[config.mk]
export PLATFORM = sky130hd
export DESIGN_NAME = alu_op_sequencer_flat
export DESIGN_NICKNAME = d
export VERILOG_FILES = /design/src/rtl/alu_op_sequencer_if.sv /design/src/rtl/alu_op_sequencer.sv /design/src/flat_wrapper.sv
export SDC_FILE = /design/constraint.sdc
export NUM_CORES = 1
export LEC_CHECK = 0
export BUFFER_PORTS_ARGS = -buffer_cell sky130_fd_sc_hd__buf_2
export CAP_MARGIN = 25
export CORE_UTILIZATION = 54
export CTS_CLUSTER_DIAMETER = 100
export DETAILED_ROUTE_END_ITERATION = 8
export MAX_ROUTING_LAYER = met4
export PLACE_DENSITY = 0.87
export SYNTH_ARGS = -nofsm -noshare
export SYNTH_HDL_FRONTEND = slang
export SYNTH_SLANG_ARGS = --single-unit
export TNS_END_PERCENT = 5
[constraint.sdc]
create_clock -name clk -period 2.1 [get_ports clk]
set_input_delay 0.42 -clock clk [delete_from_list [all_inputs] [get_ports clk]]
set_output_delay 0.42 -clock clk [all_outputs]
set_load 0.02 [all_outputs]
[src/rtl/alu_op_sequencer_if.sv]
`default_nettype none
// ============================================================================
//  Module   : alu_op_sequencer_if
//  Purpose  : Bundles the instruction stream, the ALU-facing bus, the result
//             stream and the carry/error status of the ALU op sequencer.
//  Revision : 1.0  initial release
// ============================================================================
interface alu_op_sequencer_if #(
    parameter int BUS_WIDTH = 8
);
    // Instruction stream
    logic                 instr_valid;
    logic                 instr_ready;
    logic [9:0]           instr;
    logic [BUS_WIDTH-1:0] instr_imm;

    // ALU bus
    logic [BUS_WIDTH-1:0] alu_a;
    logic [BUS_WIDTH-1:0] alu_b;
    logic [3:0]           alu_opcode;
    logic                 alu_carry_in;
    logic [BUS_WIDTH-1:0] alu_y;
    logic                 alu_carry_out;
    logic                 alu_borrow;
    logic                 alu_zero;
    logic                 alu_parity;
    logic                 alu_invalid_op;

    // Result stream
    logic                 res_valid;
    logic                 res_ready;
    logic [BUS_WIDTH-1:0] res_data;
    logic [4:0]           res_flags;

    // Status
    logic                 carry_flag;
    logic                 err_sticky;
    logic                 err_clear;

    // Environment side: instruction source, ALU, result consumer
    modport master (
        output instr_valid, instr, instr_imm,
        output alu_y, alu_carry_out, alu_borrow, alu_zero, alu_parity, alu_invalid_op,
        output res_ready, err_clear,
        input  instr_ready, alu_a, alu_b, alu_opcode, alu_carry_in,
        input  res_valid, res_data, res_flags, carry_flag, err_sticky
    );

    // Sequencer side
    modport slave (
        input  instr_valid, instr, instr_imm,
        input  alu_y, alu_carry_out, alu_borrow, alu_zero, alu_parity, alu_invalid_op,
        input  res_ready, err_clear,
        output instr_ready, alu_a, alu_b, alu_opcode, alu_carry_in,
        output res_valid, res_data, res_flags, carry_flag, err_sticky
    );
endinterface
`default_nettype wire

[src/rtl/alu_op_sequencer.sv]
`default_nettype none
// ============================================================================
//  Module   : alu_op_sequencer
//  Purpose  : Issue/writeback stage in front of a combinational ALU. Reads
//             operands from a small register file, drives the ALU for one
//             cycle, writes the result back and emits a result/flag record.
//  Revision : 1.0  initial release
// ============================================================================
module alu_op_sequencer #(
    parameter int BUS_WIDTH = 8,
    parameter int NUM_REGS  = 4
) (
    input  wire logic         clk,
    input  wire logic         reset_n,
    alu_op_sequencer_if.slave bus
);

    typedef enum logic [1:0] {
        IDLE = 2'd0,
        EXEC = 2'd1,
        RESP = 2'd2
    } state_t;

    localparam logic [3:0] c_OP_LDI = 4'd0;

    state_t               r_state;
    state_t               w_state_nxt;
    logic                 w_instr_ready;
    logic                 w_res_valid;
    logic                 w_accept;

    logic [BUS_WIDTH-1:0] r_rf [NUM_REGS];
    logic [3:0]           r_opcode;
    logic [1:0]           r_rd;
    logic [BUS_WIDTH-1:0] r_imm;
    logic [BUS_WIDTH-1:0] r_a;
    logic [BUS_WIDTH-1:0] r_b;
    logic [BUS_WIDTH-1:0] r_res_data;
    logic [4:0]           r_res_flags;
    logic                 r_carry;
    logic                 r_err;
    logic                 w_exec_invalid;

    // State register
    always_ff @(posedge clk) begin
        if (!reset_n) r_state <= IDLE;
        else          r_state <= w_state_nxt;
    end

    // Next state and handshake outputs; instr_ready depends on res_ready only in RESP
    always_comb begin
        w_state_nxt   = r_state;
        w_instr_ready = 1'b0;
        w_res_valid   = 1'b0;
        case (r_state)
            IDLE: begin
                w_instr_ready = 1'b1;
                if (bus.instr_valid) w_state_nxt = EXEC;
            end
            EXEC: begin
                w_state_nxt = RESP;
            end
            RESP: begin
                w_res_valid = 1'b1;
                if (bus.res_ready) begin
                    w_instr_ready = 1'b1;
                    w_state_nxt   = bus.instr_valid ? EXEC : IDLE;
                end
            end
            default: w_state_nxt = IDLE;
        endcase
    end

    assign w_accept       = w_instr_ready & bus.instr_valid;
    assign w_exec_invalid = (r_state == EXEC) && (r_opcode != c_OP_LDI) && bus.alu_invalid_op;

    // Operand capture at accept, writeback and result capture at the end of EXEC
    always_ff @(posedge clk) begin
        if (!reset_n) begin
            for (int i = 0; i < NUM_REGS; i++) r_rf[i] <= '0;
            r_opcode    <= '0;
            r_rd        <= '0;
            r_imm       <= '0;
            r_a         <= '0;
            r_b         <= '0;
            r_res_data  <= '0;
            r_res_flags <= '0;
            r_carry     <= 1'b0;
        end else begin
            if (w_accept) begin
                // Previous writeback has already landed, so dependent reads see the new value
                r_opcode <= bus.instr[9:6];
                r_rd     <= bus.instr[5:4];
                r_imm    <= bus.instr_imm;
                r_a      <= r_rf[bus.instr[3:2]];
                r_b      <= r_rf[bus.instr[1:0]];
            end
            if (r_state == EXEC) begin
                if (r_opcode == c_OP_LDI) begin
                    r_rf[r_rd]  <= r_imm;
                    r_res_data  <= r_imm;
                    r_res_flags <= {2'b00, (r_imm == '0), 2'b00};
                end else if (!bus.alu_invalid_op) begin
                    r_rf[r_rd]  <= bus.alu_y;
                    r_res_data  <= bus.alu_y;
                    r_res_flags <= {1'b0, bus.alu_parity, bus.alu_zero,
                                    bus.alu_borrow, bus.alu_carry_out};
                    r_carry     <= bus.alu_carry_out;
                end else begin
                    r_res_data  <= '0;
                    r_res_flags <= 5'b10000;
                end
            end
        end
    end

    // Sticky error: a set on the same edge as a clear takes priority
    always_ff @(posedge clk) begin
        if (!reset_n)            r_err <= 1'b0;
        else if (w_exec_invalid) r_err <= 1'b1;
        else if (bus.err_clear)  r_err <= 1'b0;
    end

    assign bus.instr_ready  = w_instr_ready;
    assign bus.res_valid    = w_res_valid;
    assign bus.res_data     = r_res_data;
    assign bus.res_flags    = r_res_flags;
    assign bus.alu_a        = r_a;
    assign bus.alu_b        = r_b;
    assign bus.alu_opcode   = r_opcode;
    assign bus.alu_carry_in = r_carry;
    assign bus.carry_flag   = r_carry;
    assign bus.err_sticky   = r_err;

endmodule
`default_nettype wire

[src/flat_wrapper.sv]
// flat-port wrapper written by rule: the top's interface ports become plain ports
module alu_op_sequencer_flat 
#(
    parameter int BUS_WIDTH = 8,
    parameter int NUM_REGS  = 4
)
  (clk, reset_n, bus_instr_valid, bus_instr, bus_instr_imm, bus_alu_y, bus_alu_carry_out, bus_alu_borrow, bus_alu_zero, bus_alu_parity, bus_alu_invalid_op, bus_res_ready, bus_err_clear, bus_instr_ready, bus_alu_a, bus_alu_b, bus_alu_opcode, bus_alu_carry_in, bus_res_valid, bus_res_data, bus_res_flags, bus_carry_flag, bus_err_sticky);
  alu_op_sequencer_if #(.BUS_WIDTH(BUS_WIDTH)) bus_i ();
  input  wire logic clk;
  input  wire logic reset_n;
  input wire logic [$bits(bus_i.instr_valid)-1:0] bus_instr_valid;
  input wire logic [$bits(bus_i.instr)-1:0] bus_instr;
  input wire logic [$bits(bus_i.instr_imm)-1:0] bus_instr_imm;
  input wire logic [$bits(bus_i.alu_y)-1:0] bus_alu_y;
  input wire logic [$bits(bus_i.alu_carry_out)-1:0] bus_alu_carry_out;
  input wire logic [$bits(bus_i.alu_borrow)-1:0] bus_alu_borrow;
  input wire logic [$bits(bus_i.alu_zero)-1:0] bus_alu_zero;
  input wire logic [$bits(bus_i.alu_parity)-1:0] bus_alu_parity;
  input wire logic [$bits(bus_i.alu_invalid_op)-1:0] bus_alu_invalid_op;
  input wire logic [$bits(bus_i.res_ready)-1:0] bus_res_ready;
  input wire logic [$bits(bus_i.err_clear)-1:0] bus_err_clear;
  output wire logic [$bits(bus_i.instr_ready)-1:0] bus_instr_ready;
  output wire logic [$bits(bus_i.alu_a)-1:0] bus_alu_a;
  output wire logic [$bits(bus_i.alu_b)-1:0] bus_alu_b;
  output wire logic [$bits(bus_i.alu_opcode)-1:0] bus_alu_opcode;
  output wire logic [$bits(bus_i.alu_carry_in)-1:0] bus_alu_carry_in;
  output wire logic [$bits(bus_i.res_valid)-1:0] bus_res_valid;
  output wire logic [$bits(bus_i.res_data)-1:0] bus_res_data;
  output wire logic [$bits(bus_i.res_flags)-1:0] bus_res_flags;
  output wire logic [$bits(bus_i.carry_flag)-1:0] bus_carry_flag;
  output wire logic [$bits(bus_i.err_sticky)-1:0] bus_err_sticky;
  assign bus_i.instr_valid = bus_instr_valid;
  assign bus_i.instr = bus_instr;
  assign bus_i.instr_imm = bus_instr_imm;
  assign bus_i.alu_y = bus_alu_y;
  assign bus_i.alu_carry_out = bus_alu_carry_out;
  assign bus_i.alu_borrow = bus_alu_borrow;
  assign bus_i.alu_zero = bus_alu_zero;
  assign bus_i.alu_parity = bus_alu_parity;
  assign bus_i.alu_invalid_op = bus_alu_invalid_op;
  assign bus_i.res_ready = bus_res_ready;
  assign bus_i.err_clear = bus_err_clear;
  assign bus_instr_ready = bus_i.instr_ready;
  assign bus_alu_a = bus_i.alu_a;
  assign bus_alu_b = bus_i.alu_b;
  assign bus_alu_opcode = bus_i.alu_opcode;
  assign bus_alu_carry_in = bus_i.alu_carry_in;
  assign bus_res_valid = bus_i.res_valid;
  assign bus_res_data = bus_i.res_data;
  assign bus_res_flags = bus_i.res_flags;
  assign bus_carry_flag = bus_i.carry_flag;
  assign bus_err_sticky = bus_i.err_sticky;
  alu_op_sequencer #(.BUS_WIDTH(BUS_WIDTH), .NUM_REGS(NUM_REGS)) u_core (.clk(clk), .reset_n(reset_n), .bus(bus_i));
endmodule
==> reports/qor.csv, run 1 <==
metric,value,unit
outcome,completed,
worst hold path type,primary input to flop,
clock buffer depth,2,
"Data required, critical path",1680,ps
fin crit period,1960,ps
Synth Area in Compound Gates,17.5,%
met1 usage,29.6,%
WHS Endpoint,u_core.bus.err_sticky,
Ports,74,
"Core Util, Final",66.1,%
Die W,83.7,um
final routed DRC violation total,0,
worst skew pair latency,350,ps
Comb pwr share,14.9,%
average size of a mapped cell,11.4,sq um
critical path class,flop to primary output,
fin nets,419,
CTS Hold Buffers Added,0,
starting DRC count in detailed routing,167,
Synth Flop Type,dfxtp_1,
total track usage,24.2,%
r2r startpoint,u_core.bus.alu_opcode[0],
Post-DRT Antenna Nets,0,
Yosys cell types,34,
1st-pass router iterations,4,
gr busiest metal,met2,
xor/xnor cell area share of the yosys netlist,0,%
Clk network pwr share,32.4,%
R2R cell count,4,
Pleak,1.61,nW
CORE AREA,6390,sq um
Finished Cell Area,4220,sq um
P&R area growth vs syn,17.2,%
synthesized cell area,3600,sq um
RSZ-0062 raised after global routing,no,
# rows,29,
syn nets,351,
Setup TNS,0,ps
gp weighted congestion,0.878,
share of layout cells above drive strength 1,32.0,%
Tcrit/Tclk final,93.4,%
Max IR drop VDD,446,uV
TritonCTS Buffers,9,
Hold Crit Depth,3,
fin. max-slew vios,0,
Worst R2R End,u_core.r_rf[0][3],
most frequent cell after synthesis,dfxtp_1,
CP endpoint kind,primary output,
Vias/cell,6.06,
Post-synth EDFFs,32,
synth warn,0,
Flop pwr share,52.8,%
largest cells by area after synthesis,"edfxtp_1, dfxtp_1, mux4_2",
largest net degree at the start of global routing,29,
GRT overflow,0,
routed vias,2818,
most frequent cells after synthesis,"dfxtp_1, a21oi_1, edfxtp_1",
synthesized flop and latch total,79,
Adder-Cell Fraction of Synth Area,0,%
die area,7000,sq um
CTS tree,done,
post-synthesis sequential area ratio,52.8,%
vias in the first global route,2750,
sw power,0.876,mW
switch share,26.8,%
root buffer cell,clkbuf_8,
number of port buffers,73,
post-synth top area share,26.7,%
CP Launch Type,flop,
Async SR Flop Fraction,0,%
clk slew on worst S/H paths,80,ps
GR met2 Demand/Resource,38.8,%
synthesized instance count,315,
DP HPWL,5870,um
combinational family with the most area after synthesis,compound AO/OA/AOI/OAI gates,
Int Power,2.40,mW
WL/cell,17.3,um
drt total wl,8040,um
H-tree levels,3,
PwrDens,775,nW/um^2
routing usage on met3,5.93,%
Die H,83.7,um
worst slew pin tran,876,ps
f_max,0.510,GHz
mux contribution to synthesized area,13.0,%
WHS,327,ps
WP data arrival,1540,ps
Slew HR,41.2,%
first-pass GRT wire length,12900,um
"Max FO, Critical Path",16,
Starting Density,56.4,%
Hold Startpoint,bus_err_clear,
placed cell areas,4040,sq um
maxcap violations,0,
Final Hold Fails,0,
endpoints failing setup,0,
initial antenna violation count,0,
fill count,487,
clk_skew,8.96,ps
r2r setup slk,170,ps
ANT cells,0,
cell taking the most area after synthesis,edfxtp_1,
Post-Synth Simple-Gate Area,12.5,%
Sink Count,79,
registers in the layout, indices dropped and copies added, names as in the netlist:
name,cells
u_core.bus.alu_opcode,4
u_core.bus.res_flags,5
u_core.r_imm,8
u_core.r_rf,32
u_core.bus.alu_a,8
u_core.r_rd,2
u_core.r_state,2
u_core.bus.alu_carry_in,1
u_core.bus.alu_b,8
u_core.bus.res_data,8
u_core.bus.err_sticky,1
metal layers:
metal,wire [um],part of all wire (%)
met5,0,0
met2,3950,49
met1,3490,43
met3,455,5.7
met4,136,1.7
final cells by class:
cell class                 count  area [sq um]  share of cell area (%)
clock inverter                 1          5.00                   0.119
sequential                    79          1900                    45.1
multi-input combinational    201          1550                    36.8
clock buffer                  15           176                    4.18
tap                           77          96.3                    2.28
inverter                       5          18.8                   0.445
timing repair buffer          87           470                    11.1
power by group through the flow:
stage	combinational (mW)	clock, mW	sequential (mW)
3_5_place_dp	0.482	0	1.76
2_1_floorplan	0.294	0	1.79
4_1_cts	0.485	1.06	1.73
6_report	0.486	1.06	1.73
3_3_place_gp	0.466	0	1.75
5_1_grt	0.525	1.12	1.73
cell usage in the layout (no fill, tap or decap), types with 12 or more instances in the layout:
cell and n:
buf_4 14, dfxtp_1 47, edfxtp_1 32, mux4_2 16
nand2_1 25, nor3_1 21, o31ai_1 16, o2111ai_1 14
clkbuf_8 12, a21oi_1 33, buf_2 73, o2bb2ai_1 16
kinds of logic (layout without fill, tap and decap cells):
kind of cell | Yosys count | count (layout)
compound gates | 92 | 92
simple gates | 86 | 86
mux | 23 | 23
flops | 79 | 79
buf+inv | 35 | 108
per-stage QoR:
stage	setup slack [ps]	power [mW]	cells
after floorplan	262	2.09	315
after global placement	255	2.22	449
after detailed placement	195	2.24	449
after CTS	88.3	3.27	465
after global routing	78.0	3.38	465
final	138	3.27	465
repair_timing:
action	CTS	global route
endpoints found under the setup margin	0	1
resized for setup	0	1
setup buffers	0	0
worst max-delay path, cell delays in order, from the launching register on:
cell and delay [ps]:
dfxtp_1 440, nor2b_2 270, buf_4 260, nor2_1 60, buf_2 160
worst max-delay path by stage:
| stage | endpoint | depth (start not counted) | start |
|---|---|---|---|
| after floorplan | u_core.r_rf[2][0] | 3 | u_core.bus.alu_opcode[3] |
| after global placement | u_core.r_rf[0][0] | 4 | u_core.bus.alu_opcode[3] |
| after detailed placement | u_core.bus.alu_a[6] | 4 | reset_n |
| after CTS | bus_instr_ready | 4 | u_core.r_state[1] |
| after global routing | u_core.r_rf[0][3] | 4 | u_core.bus.alu_opcode[3] |
| final | bus_instr_ready | 4 | u_core.r_state[1] |
Note: power is estimated with default switching activity, not from simulation.
==> run 2, diff against run 1 <==
--- a/config.mk
+++ b/config.mk
@@ -11,7 +11,7 @@
 export CTS_CLUSTER_DIAMETER = 100
 export DETAILED_ROUTE_END_ITERATION = 8
 export MAX_ROUTING_LAYER = met4
-export PLACE_DENSITY = 0.87
+export PLACE_DENSITY = 0.79
 export SYNTH_ARGS = -nofsm -noshare
 export SYNTH_HDL_FRONTEND = slang
 export SYNTH_SLANG_ARGS = --single-unit
==> reports/qor.csv, run 2 (synthesized netlist as in run 1, its figures left out) <==
metric,value,unit
drt total wl,7860,um
CTS tree,done,
gp weighted congestion,0.795,
routed length on met1,3390,um
R2R cell count,4,
Critical path buffers and inverters,1,
maxcap violations,0,
r2r setup slk,210,ps
DP HPWL,5770,um
Post-DRT Antenna Nets,0,
1st-pass router iterations,4,
clk_skew,12.5,ps
largest net degree at the start of global routing,29,
setup bufs post-CTS,0,
Crit path max-delay family,simple AND/OR/NAND/NOR gates,
sequential cell area,1900,sq um
Die H,83.7,um
# rows,29,
RSZ-0062 raised after global routing,no,
fill count,528,
CP endpoint,bus_instr_ready,
H-tree levels,3,
critical-path cell list,nor2b_1 -> nor2_1 -> buf_2,
number of port buffers,73,
root buffer cell,clkbuf_8,
area of the multi-input gates,1550,sq um
r2r startpoint,u_core.bus.alu_opcode[3],
Max IR drop VDD,612,uV
cell depth of the worst setup path,3,
total track usage,25.0,%
worst slew pin tran,541,ps
Starting Density,56.4,%
Critical Path Max Stage Delay,440,ps
max FFs per register,32,
Sink Count,79,
die area,7000,sq um
"most common cell after layout, fill and taps aside",buf_2,
WHS,324,ps
vias in the first global route,2773,
fin. max-slew vios,0,
final routed DRC violation total,0,
metal3 WL,350,um
Critical Path Start,u_core.r_state[1],
Worst R2R End,u_core.r_rf[0][3],
outcome,completed,
first-pass GRT wire length,13300,um
worst hold path type,primary input to flop,
critical path class,flop to primary output,
f_max,0.519,GHz
share of layout cells above drive strength 1,32.1,%
worst skew pair latency,350,ps
WP data arrival,1510,ps
CP endpoint kind,primary output,
Slew HR,63.6,%
Tcrit/Tclk final,91.7,%
top sig layer,met4,
CP Launch Type,flop,
"Core Util, Final",66.3,%
most frequent cells in the layout,"buf_2, dfxtp_1, a21oi_1",
Vias/cell,5.98,
endpoints failing setup,0,
Die W,83.7,um
clk slew on worst S/H paths,80,ps
initial antenna violation count,0,
"Max FO, Critical Path",7,
Ports,74,
Pleak,1.61,nW
GRT overflow,0,
WL/cell,16.9,um
routed vias,2788,
fin crit period,1930,ps
CORE AREA,6390,sq um
P&R area growth vs syn,17.6,%
clock buffer depth,2,
register with the highest flop count,u_core.r_rf,
ANT cells,0,
met2 routed WL,3960,um
slowest CP cell,dfxtp_1,
CTS Hold Buffers Added,0,
Final Hold Fails,0,
Setup TNS,0,ps
PwrDens,783,nW/um^2
fin nets,420,
starting DRC count in detailed routing,101,
Post-CTS Resized,0,
"Data required, critical path",1680,ps
TritonCTS Buffers,9,
[run 2: cell count changes in the layout (fill, tap and decap cells not counted), sizes merged]
| cell | before | now |
|---|---|---|
| bufinv | 0 | 1 |
| clkbuf | 15 | 11 |
| clkinv | 1 | 2 |
| clkinvlp | 0 | 2 |
| buf | 87 | 88 |
[run 2: how the worst min path moves through the flow]
| stage | startpoint | to | slack, ps | depth (start not counted) |
|---|---|---|---|---|
| final | bus_err_clear | u_core.bus.err_sticky | 320 | 3 |
| after global routing | bus_alu_parity | u_core.bus.res_flags[3] | 330 | 3 |
| after CTS | bus_alu_parity | u_core.bus.res_flags[3] | 320 | 3 |
| after detailed placement | u_core.bus.res_flags[3] | u_core.bus.res_flags[3] | 450 | 2 |
| after global placement | u_core.bus.res_flags[3] | u_core.bus.res_flags[3] | 440 | 2 |
| after floorplan | u_core.r_imm[3] | u_core.r_imm[3] | 460 | 2 |
[run 2: cell type report]
cell class,count,area share (%)
tap,77,2.27
clock buffer,11,3.10
sequential,79,44.9
clock inverter,5,1.39
multi-input combinational,201,36.6
timing repair buffer,88,11.3
inverter,5,0.443
[run 2: where the power goes]
group	switching (mW)	leakage (nW)	internal, mW
Sequential	0.0515	0.715	1.67
Clock	0.557	0.0895	0.550
Combinational	0.288	0.811	0.197
[run 2: worst reg2reg max path: stages (launching register included)]
cell and delay, ps:
dfxtp_1 350, or4_1 520, buf_4 230, mux2i_1 410, nor3_1 120
[run 2: through the flow]
stage / worst slack, ps / instances / power [mW] / area, sq um
final: 174 / 466 / 3.32 / 4240
after global routing: 69.3 / 466 / 3.43 / 4240
after CTS: 168 / 466 / 3.33 / 4240
after detailed placement: 226 / 450 / 2.24 / 4050
after global placement: 266 / 450 / 2.23 / 4050
after floorplan: 262 / 315 / 2.09 / 3600
[run 2: layer usage]
layer | global-route usage [%] | vias to the layer above
met3 | 3.07 | 14
li1 | - | 1358
met4 | 11.2 | 0
met1 | 31.4 | 1330
met5 | - | -
met2 | 40.9 | 86
==> run 3, diff against run 2 <==
--- a/config.mk
+++ b/config.mk
@@ -6,12 +6,14 @@
 export NUM_CORES = 1
 export LEC_CHECK = 0
 export BUFFER_PORTS_ARGS = -buffer_cell sky130_fd_sc_hd__buf_2
-export CAP_MARGIN = 25
-export CORE_UTILIZATION = 54
+export CAP_MARGIN = 30
+export CELL_PAD_IN_SITES_DETAIL_PLACEMENT = 0
+export CELL_PAD_IN_SITES_GLOBAL_PLACEMENT = 1
+export CORE_UTILIZATION = 43
 export CTS_CLUSTER_DIAMETER = 100
 export DETAILED_ROUTE_END_ITERATION = 8
 export MAX_ROUTING_LAYER = met4
-export PLACE_DENSITY = 0.79
+export PLACE_DENSITY_LB_ADDON = 0.1
 export SYNTH_ARGS = -nofsm -noshare
 export SYNTH_HDL_FRONTEND = slang
 export SYNTH_SLANG_ARGS = --single-unit
==> reports/qor.csv, run 3 (synthesized netlist as in run 1, its figures left out) <==
metric,value,unit
1st-pass router iterations,4,
sw power,0.918,mW
critical path class,flop to primary output,
Ports,74,
Clk network pwr share,36.2,%
CP endpoint,bus_instr_ready,
Post-CTS Resized,0,
WP data arrival,1540,ps
Pleak,1.65,nW
clock buffer depth,2,
Slew HR,37.8,%
Tcrit/Tclk final,93.4,%
P&R area growth vs syn,20.2,%
Vias/cell,5.64,
Starting Density,44.0,%
CTS tree,done,
vias in the first global route,2670,
Place WS,217,ps
switch share,26.3,%
Flop pwr share,49.3,%
Worst R2R End,u_core.r_rf[0][0],
setup bufs post-CTS,0,
Int Power,2.58,mW
fin crit period,1960,ps
initial antenna violation count,0,
"most common cell after layout, fill and taps aside",buf_2,
largest net degree at the start of global routing,29,
setup slack after layout,139,ps
GRT overflow,0,
Comb pwr share,14.4,%
fin. max-slew vios,0,
Sink Count,79,
fin nets,423,
most frequent cells in the layout,"buf_2, dfxtp_1, a21oi_1",
CP endpoint kind,primary output,
R2R cell count,4,
# rows,33,
TritonCTS Buffers,9,
CTS Hold Buffers Added,0,
share of layout cells above drive strength 1,32.9,%
routed vias,2801,
register with the highest flop count,u_core.r_rf,
Max IR drop VDD,424,uV
clk slew on worst S/H paths,80,ps
drt total wl,8870,um
gp weighted congestion,0.746,
total track usage,22.5,%
worst hold path type,primary input to flop,
H-tree levels,3,
number of port buffers,73,
max FFs per register,32,
CP Launch Type,flop,
Die H,93.5,um
r2r startpoint,u_core.bus.alu_opcode[3],
clk_skew,11.5,ps
DP HPWL,6300,um
"Max FO, Critical Path",4,
Critical Path Start,u_core.r_state[1],
WL/cell,17.8,um
die area,8740,sq um
worst slew pin tran,926,ps
final routed DRC violation total,0,
outcome,completed,
Setup TNS,0,ps
"Data required, critical path",1680,ps
r2r setup slk,230,ps
endpoints failing setup,0,
worst skew pair latency,350,ps
Die W,93.5,um
maxcap violations,0,
CORE AREA,8180,sq um
starting DRC count in detailed routing,137,
first-pass GRT wire length,14300,um
root buffer cell,clkbuf_8,
RSZ-0062 raised after global routing,no,
ANT cells,0,
Final Hold Fails,0,
f_max,0.510,GHz
PwrDens,807,nW/um^2
Post-DRT Antenna Nets,0,
[run 3: power groups by stage]
stage,clock [mW],combinational [mW],sequential [mW]
after detailed placement,0,0.507,1.76
after global placement,0,0.502,1.76
after global routing,1.34,0.552,1.74
final,1.27,0.504,1.72
after floorplan,0,0.294,1.79
after CTS,1.28,0.508,1.72
[run 3: cell type report]
class                   instances  area (sq um)
repair buffers                 91           504
clock buffers                  11           141
multi-input cells             201          1550
flip-flops and latches         79          1900
well taps                     105           131
inverters                       5          18.8
clock inverters                 5          81.3
fillers                       793          3850
[run 3: worst max-delay path: stages (launching register included)]
cell and delay, ps:
dfxtp_1 330, nor2b_1 440, buf_4 210, nor2_1 50, buf_2 150
[run 3: worst min path at each step]
| stage | from | end | slack (ps) | depth (start not counted) |
|---|---|---|---|---|
| floorplan | u_core.r_imm[3] | u_core.r_imm[3] | 460 | 2 |
| global placement | u_core.bus.res_flags[3] | u_core.bus.res_flags[3] | 440 | 2 |
| detailed placement | u_core.bus.res_flags[3] | u_core.bus.res_flags[3] | 440 | 2 |
| CTS | bus_instr[7] | u_core.bus.alu_opcode[1] | 320 | 3 |
| global route | bus_instr[8] | u_core.bus.alu_opcode[2] | 330 | 3 |
| finish | bus_err_clear | u_core.bus.err_sticky | 330 | 3 |
[run 3: metal layers]
| metal | GRT usage [%] | vias up | share of wire [%] | wire [um] |
|---|---|---|---|---|
| li1 | - | 1369 | - | - |
| met1 | 32.0 | 1335 | 49 | 4380 |
| met2 | 32.2 | 85 | 44 | 3870 |
| met3 | 3.33 | 12 | 5.1 | 456 |
| met4 | 9.62 | 0 | 1.8 | 162 |
| met5 | - | - | 0 | 0 |
[run 3: metrics by stage]
step	std cells	hold slack, ps	area (sq um)	utilization [%]	total power [mW]
finish	497	328	4330	53.0	3.49
global route	497	331	4330	53.0	3.63
CTS	497	324	4330	53.0	3.51
detailed placement	481	442	4110	50.2	2.27
global placement	480	442	4100	50.1	2.26
floorplan	315	460	3600	-	2.09
